## config.mk

```make
export PLATFORM = sky130hd
export DESIGN_NAME = ififo_ctrl
export DESIGN_NICKNAME = d
export VERILOG_FILES = /design/src/rtl/ififo_pkg.sv /design/src/rtl/ififo_ctrl.sv
export SDC_FILE = /design/constraint.sdc
export NUM_CORES = 1
export LEC_CHECK = 0
export BUFFER_PORTS_ARGS = -buffer_cell sky130_fd_sc_hd__buf_2
export CAP_MARGIN = 20
export CORE_MARGIN = 4
export CORE_UTILIZATION = 50
export CTS_CLUSTER_SIZE = 20
export DETAILED_ROUTE_END_ITERATION = 8
export MAX_ROUTING_LAYER = met4
export PLACE_DENSITY = 0.72
export SYNTH_ARGS = -nofsm -noshare
export SYNTH_HDL_FRONTEND = slang
export SYNTH_SLANG_ARGS = --single-unit
```

## constraint.sdc

```tcl
create_clock -name clk -period 4.75 [get_ports clk]
set_input_delay 0.2375 -clock clk [delete_from_list [all_inputs] [get_ports clk]]
set_output_delay 0.2375 -clock clk [all_outputs]
set_load 0.05 [all_outputs]
```

## src/rtl/ififo_pkg.sv

```systemverilog
// Shared constants and FSM encoding for the input-activation FIFO bank controller.
package ififo_pkg;

    localparam int ROW          = 8;
    localparam int BW           = 4;
    localparam int VEC_W        = ROW * BW;
    localparam int FIFO_DEPTH   = 64;
    localparam int ACT_ADDR_W   = 11;
    localparam int IFIFO_RD_LAT = 2;
    localparam int LEN_W        = 7;

    typedef enum logic [2:0] {
        ST_IDLE,
        ST_LOAD,
        ST_LOAD_WAIT,
        ST_DRAIN,
        ST_FLUSH,
        ST_DONE
    } ififo_ctrl_state_t;

    function automatic logic [LEN_W-1:0] clamp_len(input logic [LEN_W-1:0] l);
        return (l > LEN_W'(FIFO_DEPTH)) ? LEN_W'(FIFO_DEPTH) : l;
    endfunction

endpackage

```

## src/rtl/ififo_ctrl.sv

```systemverilog
// Streams len vectors SRAM->row FIFOs, then drains them into the MAC array west edge.
// Latency: reads cycles 1..N, fifo_wr 2..N+1, fifo_rd from N+2, out_valid RD_LAT after each fifo_rd.
// Backpressure: array_ready low only holds off new fifo_rd; reads already in flight still emerge.
module ififo_ctrl
    import ififo_pkg::*;
(
    input  logic                  clk,
    input  logic                  reset,
    input  logic                  start,
    input  logic [ACT_ADDR_W-1:0] base_addr,
    input  logic [LEN_W-1:0]      len,
    input  logic                  array_ready,
    input  logic                  fifo_full,
    output logic                  sram_cen,
    output logic [ACT_ADDR_W-1:0] sram_addr,
    output logic                  fifo_wr,
    output logic                  fifo_rd,
    output logic                  out_valid,
    output logic                  busy,
    output logic                  done,
    output logic                  ovf_err
);

    ififo_ctrl_state_t state_q, state_d;

    logic [LEN_W-1:0]        len_clamped;
    logic [LEN_W-1:0]        issue_left_q;
    logic [LEN_W-1:0]        rem_q;
    logic [IFIFO_RD_LAT-1:0] vld_sr_q;
    logic                    rd_issue;
    logic                    flush_empty;
    logic                    cen_d, wr_d, busy_d, done_d;

    assign len_clamped = clamp_len(len);

    // Read strobes are decided one cycle ahead so fifo_rd itself is a flop.
    assign rd_issue    = ((state_q == ST_LOAD_WAIT) || (state_q == ST_DRAIN))
                         && array_ready && (rem_q != '0);
    assign flush_empty = !fifo_rd && (vld_sr_q[IFIFO_RD_LAT-2:0] == '0);
    assign out_valid   = vld_sr_q[IFIFO_RD_LAT-1];

    always_ff @(posedge clk) begin
        if (reset) state_q <= ST_IDLE;
        else       state_q <= state_d;
    end

    always_comb begin
        state_d = state_q;
        case (state_q)
            ST_IDLE:      if (start) state_d = (len_clamped == '0) ? ST_DONE : ST_LOAD;
            ST_LOAD:      if (issue_left_q == '0) state_d = ST_LOAD_WAIT;
            ST_LOAD_WAIT: state_d = ST_DRAIN;
            ST_DRAIN:     if (rem_q == '0) state_d = ST_FLUSH;
            // Leave once the final out_valid is the only thing still in flight.
            ST_FLUSH:     if (flush_empty) state_d = ST_DONE;
            ST_DONE:      state_d = ST_IDLE;
            default:      state_d = ST_IDLE;
        endcase
    end

    always_comb begin
        cen_d  = (state_d != ST_LOAD);
        wr_d   = !sram_cen;
        busy_d = (state_d != ST_IDLE);
        done_d = (state_d == ST_DONE);
    end

    always_ff @(posedge clk) begin
        if (reset) begin
            sram_cen     <= 1'b1;
            sram_addr    <= '0;
            fifo_wr      <= 1'b0;
            fifo_rd      <= 1'b0;
            vld_sr_q     <= '0;
            busy         <= 1'b0;
            done         <= 1'b0;
            ovf_err      <= 1'b0;
            issue_left_q <= '0;
            rem_q        <= '0;
        end else begin
            sram_cen <= cen_d;
            fifo_wr  <= wr_d;
            fifo_rd  <= rd_issue;
            vld_sr_q <= {vld_sr_q[IFIFO_RD_LAT-2:0], fifo_rd};
            busy     <= busy_d;
            done     <= done_d;
            if (fifo_wr && fifo_full) ovf_err <= 1'b1;

            if ((state_q == ST_IDLE) && start) begin
                sram_addr    <= base_addr;
                issue_left_q <= len_clamped - LEN_W'(1);
                rem_q        <= len_clamped;
            end else if ((state_q == ST_LOAD) && (issue_left_q != '0)) begin
                sram_addr    <= sram_addr + ACT_ADDR_W'(1);
                issue_left_q <= issue_left_q - LEN_W'(1);
            end

            if (rd_issue) rem_q <= rem_q - LEN_W'(1);
        end
    end

endmodule

```

==> results.md, run 1 <==
STA:
- Setup repair after global routing left no endpoint under its margin.
- The transition time of the tightest slew-check pin is 639 ps.
- In this run the tightest slew margin relative to its limit is 57.2%.
- The highest achievable clock rate is 0.331 GHz.
- Across all hold checks on the routed design, the worst slack comes to 183 ps.
- In the final timing run, aggregate negative setup slack is 0 ps.
- The smallest clock period supported by the final layout is computed as 3020 ps.
- On the final layout, the worst clock skew is 9.45 ps.
- The number of slew-limit violations in the final report is 0.
- The final hold violation count was 0.
- After layout, the worst setup slack is 1730 ps.
- The period utilization is 63.6%.
- The count of endpoints failing setup in the final report is 0.

Finish:
- Compared with the post-synthesis result, the final layout area differs by 15.0%.
- The library cells used most frequently in the layout, excluding fill and tap cells, are buf_2, nor2_1, dfxtp_1.
- At the end of the flow, the number of nets in the layout was 297.
- The most frequent standard cell in the layout excluding fill and tap cells is buf_2.
- The fraction of layout cells with a size suffix above 1 is 21.0%.
- The repair_antennas step left the layout with diodes totalling 0.

Die:
- 41 I/O pins were placed.
- The starting density of the core is 52.1%.
- The die outline width is 70.2 um.
- The vertical die dimension is 70.2 um.
- The cell row count is 22.
- The die area is 4930 um^2.
- The core region is 3720 um^2.

Power:
- The analysis attributes to net switching a power of 0.651 mW.
- The internal power summed over all cells is 0.744 mW.
- The share of total power dissipated in the clock network is 14.4%.
- Combinational logic burns 51.6% of the power.
- The cell area power density is 627 nW/um^2.
- The analysis attributes to cell leakage a power of 0.891 nW.
- The sequential group share of total power is 34.0%.
- The switching portion of total power is 46.7%.
- IR analysis of the VDD net gives a maximum drop of 0.312 mV.

Clock tree:
- The count of hold-fix buffers inserted at cts is 0.
- Post-CTS repair changed the size of 0 cells.
- The clock-pin transition on the worst setup and hold timing paths is 70 ps.
- The largest buffer count on any clock path is 2.
- The TritonCTS clock tree is built.
- CTS saw 36 sinks.
- The buffers inserted during post-CTS setup optimization is 0.
- The tree is rooted in a clkbuf_8.
- CTS built an H-tree with a depth of 2.
- The number of buffers created by CTS is 5.
- Clock latency on the worst-skew pair, taken at its later pin, is 290 ps.

Synth:
- After synthesis the cells add up to 1940 um^2.
- The cell taking the most area after synthesis is dfxtp_1.
- The proportion of register bits with asynchronous set or reset after synthesis is 0%.
- The post-synthesis sequential element count is 36.
- By area the synthesized netlist is led by dfxtp_1, nor2_1, nand2_1, a311oi_1, a211oi_1.
- The mean cell area of the mapped netlist is 8.24 um^2.
- The number of nets handed over by synthesis was 261.
- The most frequently used flop master after synthesis is dfxtp_1.
- The cell count after synthesis is 235.
- The number of flops mapped to enable cells by yosys is 0.
- The sequential element share of the synthesized area is 37.2%.
- The number of distinct library cell variants in the gate-level netlist after synthesis is 51.
- During synthesis, Yosys emitted a total of 0 warnings.
- The fraction of synthesized cell area taken by the top area cell type is 37.2%.

Placement:
- The worst setup slack before clock tree synthesis is 1780 ps.
- The weighted congestion reported at the end of routability-driven placement is 0.907.
- The count of buffers inserted at the top-level ports is 40.
- Detailed placement ended at an HPWL of 3290 um.

Critical path:
- The startpoint identified for the worst register-to-register timing path is state_q[2].
- The library cell contributing the largest single delay on the critical path is or4b_4.
- The worst setup path is captured at a flip-flop.
- In this run the critical register-to-register path is captured at issue_left_q[6].
- The signal on the critical path passes through or4b_4, nor2_1, a22oi_1, ha_1, o31ai_1, nor4_1, mux2_2, nor3_1.
- Measured in cells, the most critical reg-to-reg path has a length of 8.
- Data on the critical path arrives at its endpoint at 3230 ps.
- Along the worst path, the maximum fanout reaches 36.
- The worst path required time is 4970 ps.
- Setup slack on the worst reg-to-reg path comes out at 1730 ps.
- STA classifies the critical path startpoint as a flip-flop.
- Broken down by cell family, the worst path's largest delay share belongs to simple AND/OR/NAND/NOR gates.
- The largest single stage delay on the critical path is 790 ps.
- The beginning of the critical path is state_q[2].
- Counting both buffers and inverters, the worst setup path holds a total of 0.
- The critical path is of the reg -> reg type.

GRT:
- The number of global-route vias before repair is 1,665.
- The first global-routing pass estimated 7450 um of wire.
- The final global-route overflow total is 0.
- Global routing used 19.3% of the available tracks across all layers.
- The number of antenna violations at the first check in global routing is 0.
- Entering global routing, the biggest net connects 37 pins.

Min path:
- The kind of path behind the tightest hold check is in -> reg.
- The instance count along the most critical hold path is 3.
- The worst min-delay path endpoint is ovf_err.
- In this run the most critical hold path is launched from fifo_full.

Route:
- The number of routed nets with antenna violations is 0.
- The final layout contains routed wiring with a total length of 4540 um.
- The total vias in the final route is 1,854.
- The count of routing violations after the opening detailed-route iteration is 89.
- The residual DRC count is 0.
- The vias per cell is 5.81.
- The routed wirelength normalized by instance count is 14.2 um.
- The iteration count of the initial detailed-routing pass is 4.

Run:
- The tool flagged a number of max-cap violations equal to 0.

Outcome:
- The run finished with clean final reports.
## final cells by class
class / count / area [um^2]
inverters: 8 / 30.0
clock buffers: 6 / 72.6
clock inverters: 1 / 5.00
fillers: 364 / 1490
multi-input cells: 179 / 1130
flip-flops and latches: 36 / 721
well taps: 48 / 60.1
repair buffers: 41 / 208
## kinds of logic (layout without fill, tap and decap cells)
kind of cell	count (synthesis)	after routing	synth area share [%]
and+or+nand+nor	104	104	27.9
buffers and inverters	20	56	4.72
adders and majority gates	3	3	1.94
AOI/OAI and AO/OA	60	60	22.3
muxes	6	6	3.23
xor gates and xnor gates	6	6	2.71
DFF	36	36	37.2
## power by group through the flow
stage	combinational, mW	sequential [mW]	clock, mW
after floorplan	0.456	0.594	0
after global placement	0.712	0.476	0
after detailed placement	0.717	0.480	0
after CTS	0.720	0.474	0.209
after global routing	0.793	0.488	0.221
final	0.720	0.475	0.200
## state kept, by name, summed over array words and instances, names as in the netlist
| signal | flops |
|---|---|
| busy | 1 |
| done | 1 |
| fifo_rd | 1 |
| fifo_wr | 1 |
| issue_left_q | 7 |
| ovf_err | 1 |
| rem_q | 7 |
| sram_addr | 11 |
| sram_cen | 1 |
| state_q | 3 |
| vld_sr_q | 2 |
## routing by layer
metal	global-route usage [%]	up-vias	wire length, um
met2	28.5	44	2000
met5	-	-	0
li1	-	946	-
met4	8.51	0	113
met3	4.75	10	235
met1	24.8	854	2190
## cell usage after synthesis (5+ instances only)
cell type and instances:
clkbuf_1 9, nor2_1 36, nor3_1 7, inv_1 8, a311oi_1 6, nor2b_1 5, xnor2_1 5, nand2_1 17
a21oi_1 7, or3_1 6, a211oi_1 6, dfxtp_1 36, nor4_1 6, o21ai_0 7
## through the flow
| step | instances | cell area [um^2] | total power, mW | utilization, % |
|---|---|---|---|---|
| after floorplan | 235 | 1940 | 1.05 | - |
| after global placement | 312 | 2150 | 1.19 | 57.8 |
| after detailed placement | 312 | 2150 | 1.20 | 57.8 |
| after CTS | 319 | 2230 | 1.40 | 59.9 |
| after global routing | 319 | 2230 | 1.50 | 59.9 |
| final | 319 | 2230 | 1.40 | 59.9 |
## worst register-to-register path: cells and delay by family (launching register included)
family,cells,cell delay (ps)
AND/OR/NAND/NOR,4,1630
flip-flops,1,420
AO/OA/AOI/OAI,2,330
adder cells (fa/ha/maj),1,290
multiplexers,1,290
## worst max-delay path by stage
stage,endpoint,cells after the start
2_1_floorplan,issue_left_q[4],11
3_3_place_gp,issue_left_q[6],8
3_5_place_dp,issue_left_q[6],8
4_1_cts,issue_left_q[6],8
5_1_grt,issue_left_q[6],8
6_report,issue_left_q[6],8
(Power assumes the default switching activity.)
==> run 2, diff against run 1 <==
- CORE_UTILIZATION: 50 -> 49
- PLACE_DENSITY: 0.72 -> 0.74
- clock period: 4.75 -> 2.75 ns (I/O delays scaled with it)
==> run 2 against run 1 <==
Critical path depth is 1 higher. Global-route usage is 1.4 points higher. Worst hold slack worse by 120 ps. Fmax is 21% higher. Clock skew is 5.4 ps lower. Sequential power is 72% higher. Count of clock-buffer cells in the layout is 1 higher. Sequential share of layout area is 0.60 points lower. Final cell count is 1.3% higher. Non-clock buffer count is 3 higher. Routed wire length is 0.86% higher. Via count is 1.0% higher. Largest power group unchanged. Highest routed layer unchanged.
==> results.md, run 2 (synthesized netlist as in run 1, its figures left out) <==
Outcome:
- The flow ran to the end, and the final reports show no timing, DRC or antenna violations.

GRT:
- In this run the most used layer during global routing was met2.
- The total global-route track usage was 20.6% (+1.4 points).
- The pin count of the biggest net entering global routing is 35 (-5.4%).
- The number of antenna violations at the first check in global routing is 0 (unchanged).
- The number of global-route vias before repair is 1,766 (+6.1%).
- The fraction of met3 tracks used by global routing is 5.82% (+1.1 points).
- The met1 global-route usage is 27.7% (+2.9 points).
- The met2 routing resource usage after global routing is 30.3% (+1.8 points).
- The global-route wire length before repair is 8180 um (+9.8%).
- The final global-route overflow total is 0 (unchanged).

Clock tree:
- The clock-pin transition on the worst setup and hold timing paths is 70 ps (about the same).
- The buffers inserted during post-CTS setup optimization came to 0 (unchanged).
- The largest buffer count on any clock path is 2 (unchanged).
- The TritonCTS clock tree is built.
- The tree is rooted in a clkbuf_8.
- The number of H-tree levels is 2 (unchanged).
- The clock latency reported for the late side of the worst-skew pair was 290 ps (about the same).
- The number of buffers created by CTS is 5 (unchanged).
- The count of hold-fix buffers inserted at cts is 0 (unchanged).
- The count of clock tree sinks is 36 (unchanged).

Placement:
- The cell area after placement came to 2170 um^2 (+1.2%).
- The count of buffers inserted at the top-level ports came to 40 (unchanged).
- The weighted congestion reported at the end of routability-driven placement is 0.879 (-3.1%).
- The count of placed standard cells including taps is 315 (+0.96%).
- The HPWL reported at the end of detailed placement is 3320 um (+1.0%).

Power:
- The internal power summed over all cells is 1.34 mW (+79%).
- The cell area power density was 1090 nW/um^2 (+74%).
- The leakage power is 0.911 nW (+2.2%).
- The switching portion of total power is 46.2% (-0.45 points).
- The maximum resistive drop on vdd came to 0.682 mV (+120%).
- The part of the total power dissipated in combinational logic was 51.1% (-0.5 points).
- The sequential group share of total power is 32.8% (-1.2 points).
- The clock share of power was 16.0% (+1.6 points).
- The net switching power was 1.15 mW (+76%).

Die:
- The area of the core came to 3740 um^2 (+0.74%).
- The starting density of the core is 51.7% (-0.38 points).
- The vertical die dimension came to 70.9 um (+0.90%).
- The die area is 5020 um^2 (+1.8%).
- The number of placed I/O pins is 41 (unchanged).
- The cell row count is 22 (unchanged).
- The die outline width is 70.9 um (+0.90%).

Finish:
- In the final layout, the registers with the most flip-flops are sram_addr x11, issue_left_q x7, rem_q x7.
- The fraction of layout cells with a size suffix above 1 is 22.9% (+1.9 points).
- sram_addr holds more flip-flops than any other register.
- The library cell used most frequently in the layout, excluding fill and tap cells, is buf_2.
- The final standard cell utilization of the core is 60.7% (+0.80 points).
- The layout filler cell count is 353 (-3.0%).
- In the layout the commonest cells are buf_2, nor2_1, dfxtp_1.
- Compared with the post-synthesis result, the final layout area differs by 17.4%.
- The post-route cell area is 2270 um^2 (+2.1%).
- The net count of the finished layout came to 300 (+1.0%).
- The total inserted antenna cells is 0 (unchanged).
- The number of flip-flops under the largest register name came to 11 (unchanged).
- The post-layout instance count excluding filler cells is 323 (+1.3%).

Route:
- The overall routed net length is 4580 um (+0.86%).
- The iteration count of the initial detailed-routing pass is 4 (unchanged).
- The residual DRC count is 0 (unchanged).
- The number of routed nets with antenna violations is 0 (unchanged).
- The count of routing violations after the opening detailed-route iteration came to 143 (+61%).
- The routed wirelength normalized by instance count was 14.2 um (-0.39%).
- The total vias in the final route is 1,873 (+1.0%).
- The vias per cell is 5.80 (-0.23%).

STA:
- The number of slew-limit violations in the final report is 0 (unchanged).
- The minimum clock period is 2490 ps (-527 ps).
- The final hold violation count was 0 (unchanged).
- The transition time of the tightest slew-check pin came to 621 ps (-18.1 ps).
- The clock skew after layout is 4.07 ps (-5.38 ps).
- The final-layout setup total negative slack is 0 ps (unchanged).
- Setup repair after global routing left no endpoint under its margin.
- The tightest slew margin relative to the limit came to 58.6% (+1.4 points).
- The period utilization was 90.6% (+27 points).
- The count of endpoints failing setup in the final report is 0 (unchanged).
- The highest achievable clock rate came to 0.401 GHz (+21%).

Critical path:
- The signal on the critical path passes through or4b_4, buf_6, nor2_1, a22oi_1, ha_2, o31ai_1, or4_1, and3_1, a211oi_2.
- The endpoint type of the worst setup path is a flip-flop.
- The critical path arrival came to 2710 ps (-520 ps).
- The peak per-stage delay on the critical path was 470 ps (-320 ps).
- The startpoint type of the worst setup path is a flip-flop.
- The slowest stage of the critical path is the or4_1 cell.
- The largest fanout of any net on the critical path is 34 (-5.6%).
- The worst path required time is 2970 ps (-2000 ps).
- The critical path start-end classification is reg -> reg.

Min path:
- The kind of path behind the tightest hold check is in -> reg.

Run:
- The number of maximum-capacitance constraint violations is 0 (unchanged).
## run 2: area by class of cell
class	instances	area [um^2]	share of cell area, %
Clock buffer	7	86.3	3.80
Clock inverter	1	7.51	0.330
Inverter	8	30.0	1.32
Multi-Input combinational cell	179	1130	49.9
Sequential cell	36	722	31.8
Tap cell	48	60.1	2.64
Timing Repair Buffer	44	234	10.3
## run 2: power by group through the flow
| stage | combinational [mW] | sequential (mW) | clock (mW) |
|---|---|---|---|
| finish | 1.27 | 0.816 | 0.398 |
| detailed placement | 1.26 | 0.826 | 0 |
| CTS | 1.27 | 0.814 | 0.402 |
| floorplan | 0.804 | 1.03 | 0 |
| global placement | 1.25 | 0.821 | 0 |
| global route | 1.42 | 0.843 | 0.429 |
## run 2: worst max-delay path: cells and delay by family, from the launching register on
family	cells	cell delay [ps]
buffers and inverters	1	250
AND/OR/NAND/NOR	4	950
AO/OA/AOI/OAI	3	510
flip-flops	1	450
adder cells (fa/ha/maj)	1	260
## run 2: stage by stage
stage	hold slack [ps]	total power, mW	worst slack [ps]
2_1_floorplan	274	1.83	1.70
3_3_place_gp	362	2.07	231
3_5_place_dp	372	2.09	131
4_1_cts	70.1	2.48	113
5_1_grt	89.6	2.70	78.4
6_report	65.0	2.48	258
## run 2: layer usage
layer | part of all wire (%) | wire length [um] | vias up
li1 | - | - | 947
met1 | 46 | 2110 | 864
met2 | 46 | 2130 | 56
met3 | 6.3 | 289 | 6
met4 | 1.1 | 51 | 0
met5 | 0 | 0 | -
## run 2: timing repair
item | 4_1_cts | 5_1_grt
endpoints found under the setup margin | 0 | 2
resized for setup | 0 | 2
endpoints found under the hold margin | 0 | 0
## run 2: worst paths after layout
kind	start	endpoint	slack (ps)	cells past startpoint
worst max register to register	state_q[0]	issue_left_q[4]	260	9
worst min-delay path	fifo_full	ovf_err	60	3
worst min register to register	sram_cen	fifo_wr	410	1
worst max-delay path	state_q[0]	issue_left_q[4]	260	9
==> run 3, diff against run 2 <==
- ABC_AREA: default -> 1
- PLACE_DENSITY: 0.74 -> 0.73
==> run 3 against run 2 <==
Sequential cell count is the same. Sequential share of layout area fell by 1.6 points. Routed wire length up 6.3%. Critical path type unchanged. Largest cell class unchanged.
==> results.md, run 3 <==
STA:
- The transition time of the tightest slew-check pin was 534 ps (-87.0 ps).
- Setup repair after global routing left no endpoint under its margin.
- The final hold violation count is 0 (unchanged).
- The tightest slew margin relative to the limit is 64.2% (+5.6 points).
- The minimum clock period was 2110 ps (-383 ps).
- The final-layout setup total negative slack is 0 ps (unchanged).
- The post-layout worst setup margin is 641 ps (+383 ps).
- The highest achievable clock rate is 0.474 GHz (+18%).
- The number of slew-limit violations in the final report is 0 (unchanged).
- The clock skew after layout is 7.85 ps (+3.78 ps).
- The final worst hold slack is 71.2 ps (+6.27 ps).
- The period utilization is 76.7% (-14 points).
- The count of endpoints failing setup in the final report is 0 (unchanged).

Finish:
- In the final layout, the registers with the most flip-flops are sram_addr x11, issue_left_q x7, rem_q x7.
- The area added between synthesis and finish is 14.9%.
- The number of flip-flops under the largest register name came to 11 (unchanged).
- The post-layout instance count excluding filler cells came to 389 (+20%).
- The layout filler cell count was 388 (+9.9%).
- Leaving out fill and tap cells, the most frequent cells in the layout are nand2_1, buf_2, inv_1.
- The total inserted antenna cells is 0 (unchanged).
- The most frequent standard cell in the layout excluding fill and tap cells is nand2_1.
- The post-route cell area is 2390 um^2 (+5.1%).
- The fraction of layout cells with a size suffix above 1 is 20.9% (-2.0 points).
- The net count of the finished layout is 364 (+21%).
- The final standard cell utilization of the core was 58.9% (-1.9 points).
- The register name with the most flops is sram_addr.

Route:
- The overall routed net length is 4870 um (+6.3%).
- The residual DRC count was 0 (unchanged).
- The count of routing violations after the opening detailed-route iteration is 102 (-29%).
- The routed wirelength normalized by instance count came to 12.5 um (-12%).
- The total vias in the final route was 2,025 (+8.1%).
- The number of routed nets with antenna violations is 0 (unchanged).
- The vias per cell is 5.21 (-10%).
- The iteration count of the initial detailed-routing pass is 4 (unchanged).

GRT:
- The number of antenna violations at the first check in global routing is 0 (unchanged).
- The final global-route overflow total is 0 (unchanged).
- The number of global-route vias before repair came to 1,819 (+3.0%).
- The total global-route track usage was 20.2% (-0.45 points).
- The pin count of the biggest net entering global routing is 26 (-26%).
- The global-route wire length before repair came to 8130 um (-0.67%).

Critical path:
- The largest fanout of any net on the critical path came to 13 (-62%).
- In this run the worst setup path begins at state_q[2].
- The worst setup slack for register-to-register paths is 640 ps (+380 ps).
- The startpoint type of the worst setup path is a flip-flop.
- The endpoint type of the worst setup path is a flip-flop.
- The worst register-to-register path begins at state_q[2].
- The worst flop-to-flop path endpoint is issue_left_q[6].
- The worst path required time came to 2940 ps (-30 ps).
- The number of cells traversed by the worst register-to-register path is 13 (+4).
- The critical path arrival came to 2300 ps (-410 ps).
- The critical path start-end classification is reg -> reg.

Synth:
- By area the synthesized netlist is led by dfxtp_1, nand2_1, inv_1, nor2_1, o21ai_0.
- The adder-cell share of the synthesized area was 1.81% (-0.13 points).
- dfxtp_1 takes more of the synthesized area than any other cell.
- The XOR/XNOR share of the synthesized area was 2.53% (-0.18 points).
- The net count after synthesis was 325 (+25%).
- The simple-gate share of the synthesized area was 31.5% (+3.6 points).
- The fraction of synthesized cell area taken by the top area cell type is 34.7% (-2.5 points).
- The sequential element share of the synthesized area came to 34.7% (-2.5 points).
- The complex-gate fraction of the synthesized area is 18.7% (-3.6 points).
- The most common cell in the synthesized netlist is nand2_1.
- The cell count after synthesis came to 299 (+27%).
- The most used flip-flop cell after synthesis is dfxtp_1.
- The multiplexer share of the synthesized area is 0% (-3.2 points).
- The proportion of register bits with asynchronous set or reset after synthesis was 0% (unchanged).
- The post-synthesis sequential element count is 36 (unchanged).
- The post-synth design cell area was 2080 um^2 (+7.3%).
- After synthesis, the largest family of logic cells by area is simple AND/OR/NAND/NOR gates.
- The number of distinct library cell variants in the gate-level netlist after synthesis came to 36 (-29%).
- The total number of yosys warnings is 0 (unchanged).
- By count the netlist is led by nand2_1, inv_1, nor2_1, dfxtp_1, o21ai_0.
- The mean cell area of the mapped netlist is 6.95 um^2 (-16%).
- The number of flops mapped to enable cells by yosys came to 0 (unchanged).

Clock tree:
- The buffers inserted during post-CTS setup optimization is 0 (unchanged).
- The count of hold-fix buffers inserted at cts is 0 (unchanged).
- CTS placed an instance of clkbuf_8 at the clock tree root.
- The clock-pin transition on the worst setup and hold timing paths is 70 ps (about the same).
- The count of clock tree sinks came to 36 (unchanged).
- The clock latency reported for the late side of the worst-skew pair is 290 ps (about the same).
- The number of H-tree levels is 2 (unchanged).
- The post-cts sizing count was 0 (unchanged).
- The largest buffer count on any clock path came to 2 (unchanged).
- The number of buffers created by CTS is 5 (unchanged).
- The TritonCTS clock tree is built.

Die:
- The vertical die dimension is 73.1 um (+3.2%).
- The die area is 5350 um^2 (+6.5%).
- The starting density of the core was 51.2% (-0.52 points).
- The die outline width is 73.1 um (+3.2%).
- The number of placed I/O pins is 41 (unchanged).
- The cell row count was 23 (+4.5%).
- The area of the core came to 4060 um^2 (+8.4%).

Power:
- The leakage power is 1.16 nW (+28%).
- The maximum resistive drop on vdd is 0.529 mV (-22%).
- The total power consumption of the routed design came to 2.50 mW (+0.66%).
- The cell area power density is 1050 nW/um^2 (-4.2%).

Min path:
- The tightest min-delay check is of the in -> reg type.
- The instance count along the most critical hold path is 3 (unchanged).
- The worst min-delay path endpoint is ovf_err.
- In this run the most critical hold path is launched from fifo_full.

Placement:
- The cell area after placement is 2280 um^2 (+4.9%).
- The count of buffers inserted at the top-level ports is 40 (unchanged).
- The count of placed standard cells including taps is 381 (+21%).
- The HPWL reported at the end of detailed placement is 3560 um (+7.2%).
- The weighted congestion reported at the end of routability-driven placement is 0.946 (+7.6%).
- The worst setup slack before clock tree synthesis was 671 ps (+541 ps).

Run:
- The number of maximum-capacitance constraint violations came to 0 (unchanged).

Outcome:
- The flow ran to the end, and the final reports show no timing, DRC or antenna violations.
==> run 3: final cells by class <==
| class | count | area (um^2) | share of cell area [%] |
|---|---|---|---|
| timing repair buffer | 41 | 208 | 8.70 |
| tap | 50 | 62.6 | 2.62 |
| clock inverter | 2 | 35.0 | 1.47 |
| clock buffer | 6 | 72.6 | 3.04 |
| sequential | 36 | 721 | 30.2 |
| inverter | 42 | 158 | 6.60 |
| multi-input combinational | 212 | 1130 | 47.4 |
==> run 3: logic make-up (layout without fill, tap and decap cells) <==
| family | count (synthesis) | count (layout) |
|---|---|---|
| and+or+nand+nor | 139 | 139 |
| adders and majority gates | 3 | 3 |
| xor gates and xnor gates | 6 | 6 |
| AOI/OAI and AO/OA | 64 | 64 |
| DFF | 36 | 36 |
| buffers and inverters | 51 | 91 |
==> run 3: worst max-delay path by stage <==
stage / slack (ps) / depth (start not counted) / end
floorplan: 940 / 8 / sram_addr[10]
global placement: 790 / 13 / issue_left_q[6]
detailed placement: 670 / 13 / issue_left_q[6]
CTS: 630 / 13 / issue_left_q[6]
global route: 420 / 13 / issue_left_q[6]
finish: 640 / 13 / issue_left_q[6]
==> run 3: routing by layer <==
| metal | GRT usage, % | up-vias | wire [um] | share of wire (%) |
|---|---|---|---|---|
| met5 | - | - | 0 | 0 |
| met4 | 8.61 | 0 | 86 | 1.8 |
| met3 | 4.82 | 10 | 312 | 6.4 |
| met2 | 30.9 | 61 | 2200 | 45 |
| met1 | 25.3 | 909 | 2270 | 47 |
| li1 | - | 1045 | - | - |
==> run 3: critical path, cell delays in order (launching register included) <==
cell and delay [ps]:
dfxtp_1 370, nor2_4 180, nand2_4 130, inv_1 320, nand2_1 170, nand2_2 140, inv_1 60, ha_1 220
nand3_2 110, nor2_1 60, nand3_1 70, nand3_1 80, nand2_1 80, inv_1 30
==> run 3: report_power, final <==
group / switching, mW / internal [mW] / total, mW / leakage, nW
logic: 0.862 / 0.374 / 1.24 / 0.811
clock network: 0.192 / 0.269 / 0.461 / 0.0552
registers: 0.139 / 0.664 / 0.803 / 0.296
total: 1.19 / 1.31 / 2.50 / 1.16
